--- config.mk ---
export PLATFORM = sky130hd
export DESIGN_NAME = rs_jump
export DESIGN_NICKNAME = d
export VERILOG_FILES = /design/src/rtl/rs_pkg.sv /design/src/rtl/rs_jump_entry.sv /design/src/rtl/rs_jump.sv
export SDC_FILE = /design/constraint.sdc
export NUM_CORES = 2
export LEC_CHECK = 0
export CORE_MARGIN = 2
export CORE_UTILIZATION = 55
export CTS_CLUSTER_SIZE = 12
export DETAILED_ROUTE_END_ITERATION = 8
export PLACE_DENSITY = 0.79
export SLEW_MARGIN = 15
export SYNTH_ARGS = -nofsm -noshare
export SYNTH_HDL_FRONTEND = slang
export SYNTH_SLANG_ARGS = --single-unit
--- constraint.sdc ---
create_clock -name clk -period 3.3 [get_ports clk]
set_clock_uncertainty 0.05 [all_clocks]
set_input_delay 0.495 -clock clk [delete_from_list [all_inputs] [get_ports clk]]
set_output_delay 0.495 -clock clk [all_outputs]
set_load 0.005 [all_outputs]
--- src/rtl/rs_pkg.sv ---
// rs_pkg: types shared by the reservation stations: FSM states, compare op codes, entry layout.
package rs_pkg;
  localparam int RS_TAG_W = 5;
  typedef enum logic {S_IDLE = 1'b0, S_WAIT = 1'b1} rs_state_t;
  typedef enum logic [2:0] {
    CMP_NONE = 3'd0, CMP_EQ = 3'd1, CMP_NE = 3'd2, CMP_LT = 3'd3,
    CMP_GE = 3'd4, CMP_LTU = 3'd5, CMP_GEU = 3'd6
  } rs_cmp_t;
  typedef struct packed {
    logic rdy;
    logic [RS_TAG_W-1:0] tag;
    logic [31:0] data;
  } rs_opnd_t;
  typedef struct packed {
    logic valid;
    logic jalr;
    logic [3:0] cmp_ctrl;
    logic [31:0] pc;
    logic [31:0] imm;
    logic [RS_TAG_W-1:0] rd_tag;
    rs_opnd_t rs1;
    rs_opnd_t rs2;
  } rs_entry_t;
  typedef struct packed {
    logic valid;
    logic rdy;
    logic jalr;
    logic [3:0] cmp_ctrl;
    logic [31:0] pc;
    logic [31:0] imm;
    logic [RS_TAG_W-1:0] rd_tag;
    logic [31:0] rs1_data;
    logic [31:0] rs2_data;
  } rs_head_t;
  function automatic rs_opnd_t rs_wake(input rs_opnd_t o, input logic v,
                                       input logic [RS_TAG_W-1:0] t, input logic [31:0] d);
    rs_wake = o;
    if (v && !o.rdy && o.tag == t) begin
      rs_wake.rdy = 1'b1;
      rs_wake.data = d;
    end
  endfunction
endpackage

--- src/rtl/rs_jump_entry.sv ---
// rs_jump_entry: one jump-station slot with CDB snoop and operand capture.
module rs_jump_entry
  import rs_pkg::*;
(
  input  logic                clk,
  input  logic                rst,
  input  logic                clr,
  input  logic                wr,
  input  logic                free,
  input  rs_entry_t           din,
  input  logic                cdb_valid,
  input  logic [RS_TAG_W-1:0] cdb_tag,
  input  logic [31:0]         cdb_data,
  output rs_head_t            q
);
  rs_entry_t e;
  // a dispatched operand also snoops the CDB so a same-cycle broadcast is not lost
  always_ff @(posedge clk)
    if (rst || clr) e <= '0;
    else if (wr) begin
      e <= din;
      e.rs1 <= rs_wake(din.rs1, cdb_valid, cdb_tag, cdb_data);
      e.rs2 <= rs_wake(din.rs2, cdb_valid, cdb_tag, cdb_data);
    end else if (free) e.valid <= 1'b0;
    else if (e.valid) begin
      e.rs1 <= rs_wake(e.rs1, cdb_valid, cdb_tag, cdb_data);
      e.rs2 <= rs_wake(e.rs2, cdb_valid, cdb_tag, cdb_data);
    end
  assign q = '{valid: e.valid, rdy: e.rs1.rdy && e.rs2.rdy, jalr: e.jalr, cmp_ctrl: e.cmp_ctrl,
               pc: e.pc, imm: e.imm, rd_tag: e.rd_tag, rs1_data: e.rs1.data, rs2_data: e.rs2.data};
endmodule

--- src/rtl/rs_jump.sv ---
// rs_jump: in-order reservation station feeding the branch/jump FU.
module rs_jump
  import rs_pkg::*;
#(
  parameter int DEPTH = 4,
  parameter int TAG_W = RS_TAG_W
) (
  input  logic             clk,
  input  logic             rst,
  input  logic             flush,
  input  logic             disp_valid,
  output logic             disp_ready,
  input  logic             disp_jalr,
  input  logic [3:0]       disp_cmp_ctrl,
  input  logic [31:0]      disp_pc,
  input  logic [31:0]      disp_imm,
  input  logic [31:0]      disp_rs1_data,
  input  logic [31:0]      disp_rs2_data,
  input  logic [TAG_W-1:0] disp_rs1_tag,
  input  logic [TAG_W-1:0] disp_rs2_tag,
  input  logic             disp_rs1_rdy,
  input  logic             disp_rs2_rdy,
  input  logic [TAG_W-1:0] disp_rd_tag,
  input  logic             cdb_valid,
  input  logic [TAG_W-1:0] cdb_tag,
  input  logic [31:0]      cdb_data,
  output logic             fu_en,
  output logic             fu_jalr,
  output logic [3:0]       fu_cmp_ctrl,
  output logic [31:0]      fu_rs1_data,
  output logic [31:0]      fu_rs2_data,
  output logic [31:0]      fu_imm,
  output logic [31:0]      fu_pc,
  input  logic             fu_finish,
  output logic             res_valid,
  output logic [TAG_W-1:0] res_tag,
  output logic             empty
);
  localparam int PW = $clog2(DEPTH);
  localparam logic [PW:0] FULL = (PW+1)'(DEPTH);
  rs_state_t state;
  logic [PW-1:0] head, tail;
  logic [PW:0] count;
  rs_head_t ent [DEPTH];
  rs_head_t h;
  rs_entry_t din;
  logic issue, push;
  assign h = ent[head];
  assign disp_ready = count != FULL;
  assign empty = count == '0;
  assign issue = state == S_IDLE && h.valid && h.rdy && !flush;
  assign push = disp_valid && disp_ready && !flush;
  assign fu_en = issue;
  assign fu_jalr = h.jalr;
  assign fu_cmp_ctrl = h.cmp_ctrl;
  assign fu_pc = h.pc;
  assign fu_imm = h.imm;
  assign fu_rs1_data = h.rs1_data;
  assign fu_rs2_data = h.rs2_data;
  assign res_valid = state == S_WAIT && fu_finish && !flush;
  assign din = '{valid: 1'b1, jalr: disp_jalr, cmp_ctrl: disp_cmp_ctrl, pc: disp_pc, imm: disp_imm,
                 rd_tag: disp_rd_tag,
                 rs1: '{rdy: disp_rs1_rdy, tag: disp_rs1_tag, data: disp_rs1_data},
                 rs2: '{rdy: disp_rs2_rdy, tag: disp_rs2_tag, data: disp_rs2_data}};
  for (genvar i = 0; i < DEPTH; i++) begin : g_ent
    rs_jump_entry u_entry (
      .clk       (clk),
      .rst       (rst),
      .clr       (flush),
      .wr        (push && tail == PW'(i)),
      .free      (issue && head == PW'(i)),
      .din       (din),
      .cdb_valid (cdb_valid),
      .cdb_tag   (cdb_tag),
      .cdb_data  (cdb_data),
      .q         (ent[i])
    );
  end
  always_ff @(posedge clk)
    if (rst) begin
      state <= S_IDLE;
      head <= '0;
      tail <= '0;
      count <= '0;
      res_tag <= '0;
    end else if (flush) begin
      state <= S_IDLE;
      head <= '0;
      tail <= '0;
      count <= '0;
    end else begin
      head <= head + PW'(issue);
      tail <= tail + PW'(push);
      count <= count + (PW+1)'(push) - (PW+1)'(issue);
      state <= state == S_IDLE ? (issue ? S_WAIT : S_IDLE) : (fu_finish ? S_IDLE : S_WAIT);
      if (issue) res_tag <= h.rd_tag;
    end
endmodule

==> summary.txt <==
GRT
  – Vias in the first global route: 25258
  – First-pass GRT wire length: 140000 µm
  – GRT Overall Usage: 33.0%
  – Largest net degree at the start of global routing: 150
  – Initial antenna violation count: 8
  – Total global routing overflow: 0

Worst setup path
  – Critical path peak fanout: 48
  – Crit path DAT: approximately 2.6 ns
  – WS Path Type: reg2out
  – Register-to-register setup slack: roughly 0.7 ns
  – Worst Setup End Kind: output port
  – WP data required: 2.75 ns
  – Crit start category: flop

Die
  – Initial core utilization: 55.9%
  – Core Footprint: 51500 µm²
  – Std cell rows: between 80 and 90
  – Die Span Y: 233 µm
  – DIE AREA: around 54000 µm²
  – IO Pins: 335
  – Chip Width: about 230 µm

Routing
  – DRT antenna net count: 0
  – DRT Pass-1 Iters: 6
  – Routed WL per cell: 22.9 µm
  – Vias per cell: between 6 and 7
  – DRT Wirelength: 90800 µm
  – Drt initial violations: 2698
  – Residual DRC: 0
  – DR vias: 25184

Min path
  – Worst hold path class: reg2reg

CTS
  – Setup Fix Bufs, Post-CTS: 0
  – CTS Root Buffer Type: clkbuf_16
  – Clock tree buffer depth: 3
  – Clk_lat worst skew: 0.60 ns
  – Clk sinks: approximately 620
  – Number of H-tree levels: 3
  – TritonCTS clock tree: yes
  – Clock-pin slew on the worst setup and hold paths: 0.06 ns
  – Num CTS Buffers: between 60 and 70

Final layout
  – Most common cell after layout, fill and taps aside: nand2_1
  – Nets@finish: 3443
  – Layout Cells excl Fill: 3969
  – Register area: 12400 µm²
  – Layout area overhead: 17.7%
  – Area of the multi-input gates: around 14000 µm²
  – Fillers: 4101
  – Highest-count cells in the layout ignoring fill and taps: nand2_1, dfxtp_1, a21oi_1
  – Share of cells above drive strength 1: 15.7%

STA
  – Max-slew violation count: 0
  – Final hold vios: 0
  – Crit path time final: 3.13 ns
  – Unrepaired setup endpoints after global routing: false
  – Worst hold slack: 0.400 ns
  – Slew headroom: slightly below 40%
  – Final setup fails: 0
  – Worst setup margin: 0.169 ns
  – Setup TNS Final: 0 ns
  – Fin crit share: between 90% and 100%
  – Worst slew pin tran: 0.912 ns
  – Max Clk Rate: about 0.32 GHz

Synthesis
  – XOR/XNOR Fraction of Synth Area: 1.64%
  – Post-synthesis adder-cell area fraction: less than 1%
  – Number of synthesized flops with an enable pin: 0
  – Cell count after synthesis: 3219
  – Mapped Nets: 3417
  – Synth top area share: between 40 and 50%
  – Mapped cell area: approximately 29000 µm²
  – Largest family of logic cells by synthesized area: compound AO/OA/AOI/OAI gates
  – Post-synthesis simple-gate area fraction: 15.4%
  – Yosys synthesis warning count: 0
  – Avg Inst Size Synth: 8.94 µm²
  – Post-synthesis sequential area ratio: 42.9%
  – Synth top area cells: dfxtp_1, nand2_1, mux4_2
  – Multiplexer area fraction after synthesis: 11.3%
  – Synth Register Bits: 617
  – Async set-reset flop share out of synthesis: 0%
  – Yosys cell types: slightly below 50
  – Synth Area in Compound Gates: 20.0%
  – Dominant synthesized flop cell: dfxtp_1
  – Area leader, netlist: dfxtp_1

Power and ir drop
  – Pint: 12.3 mW
  – Power Dens Cells: 472 nW/µm²
  – Sw frac: between 20% and 30%
  – Combinational power share: between 7 and 8%
  – Reg power frac: 47.2%
  – Sw Pwr: 3.73 mW
  – LEAKAGE: 12.0 nW
  – Clock share of power: a little under half
  – VDD IR-drop max: 0.559 mV

Placed design
  – Setup WS pre-CTS: 0.176 ns
  – Dpl cells: 3854
  – Number of port buffers: 334
  – Routability cong.: slightly below 0.9
  – HPWL after detailed placement: 53000 µm

Outcome
  – Status: finished, final reports clean

Run
  – MaxCap Viol Count: 0
-- power groups by stage --
stage	logic (mW)	clock network [mW]	registers [mW]
global placement	1.10	0	7.70
global route	1.24	7.66	7.55
CTS	1.14	7.33	7.55
detailed placement	1.13	0	7.71
finish	1.16	7.28	7.55
floorplan	0.594	0	7.70
-- cell type report --
| class | count | share of cell area, % |
|---|---|---|
| inverters | 7 | 0.0776 |
| clock inverters | 13 | 0.377 |
| clock buffers | 97 | 5.82 |
| multi-input cells | 2133 | 41.7 |
| diodes | 4 | 0.0296 |
| flip-flops and latches | 617 | 36.5 |
| repair buffers | 418 | 12.9 |
| well taps | 680 | 2.51 |
-- state kept, by name, summed over array words and instances (netlist names) --
| name | flops |
|---|---|
| count | 3 |
| state | 1 |
| tail | 2 |
| res_tag | 5 |
| head | 2 |
| g_ent.u_entry.e | 48 |
| g_ent.u_entry.q | 556 |
-- critical path: stages (launching register included) --
cell and delay, ns:
dfxtp_4 0.45, buf_16 0.38, mux4_2 0.63, clkdlybuf4s50_1 0.48
-- what timing repair did --
action                     4_1_cts  5_1_grt
hold buffers                     0        0
gates resized for setup          1        0
setup endpoints to repair       52        0
-- layer usage --
layer  vias to the layer above  global-route usage, %  wire length, µm
li1                      11260                      -                -
met5                         -                      0               43
met1                     12153                   41.1            33800
met3                       272                   6.94             9400
met4                         6                   16.1             3980
met2                      1493                   54.5            43600
-- through the flow --
| step | util (%) | instance area, µm² | total power [mW] |
|---|---|---|---|
| final | 65.7 | 33900 | 16.0 |
| after global routing | 65.7 | 33900 | 16.5 |
| after CTS | 65.7 | 33900 | 16.0 |
| after detailed placement | 61.6 | 31700 | 8.84 |
| after global placement | 61.6 | 31700 | 8.81 |
| after floorplan | - | 28800 | 8.29 |
-- logic make-up after synthesis --
| kind of cell | after synthesis |
|---|---|
| buffers and inverters | 469 |
| and+or+nand+nor | 1077 |
| muxes | 151 |
| DFF | 617 |
| xor gates and xnor gates | 54 |
| adders and majority gates | 5 |
| AOI/OAI and AO/OA | 846 |
-- final timing paths --
check                                               to  cells past startpoint                   start
worst min register to register  g_ent[0].u_entry.q[90]                      2  g_ent[0].u_entry.q[90]
worst min-delay path            g_ent[0].u_entry.q[90]                      2  g_ent[0].u_entry.q[90]
worst max register to register                count[2]                     11                 head[1]
worst max-delay path                    fu_rs2_data[0]                      3                 head[1]
-- Yosys cell counts (all sizes together), types with 3 or more instances --
cell type / count
nand2: 903
dfxtp: 617
a21oi: 350
buf: 279
o21ai: 228
o221a: 224
clkbuf: 183
mux4: 138
nor3: 67
xnor2: 42
o31ai: 40
nor2b: 34
nor2: 16
mux2i: 13
nand4: 12
xor2: 12
inv: 7
nor4: 7
nand2b: 6
or2: 6
and2: 5
ha: 4
nand4b: 4
nor3b: 4
nand3: 3
No activity file was read; power rests on OpenSTA's default activity.
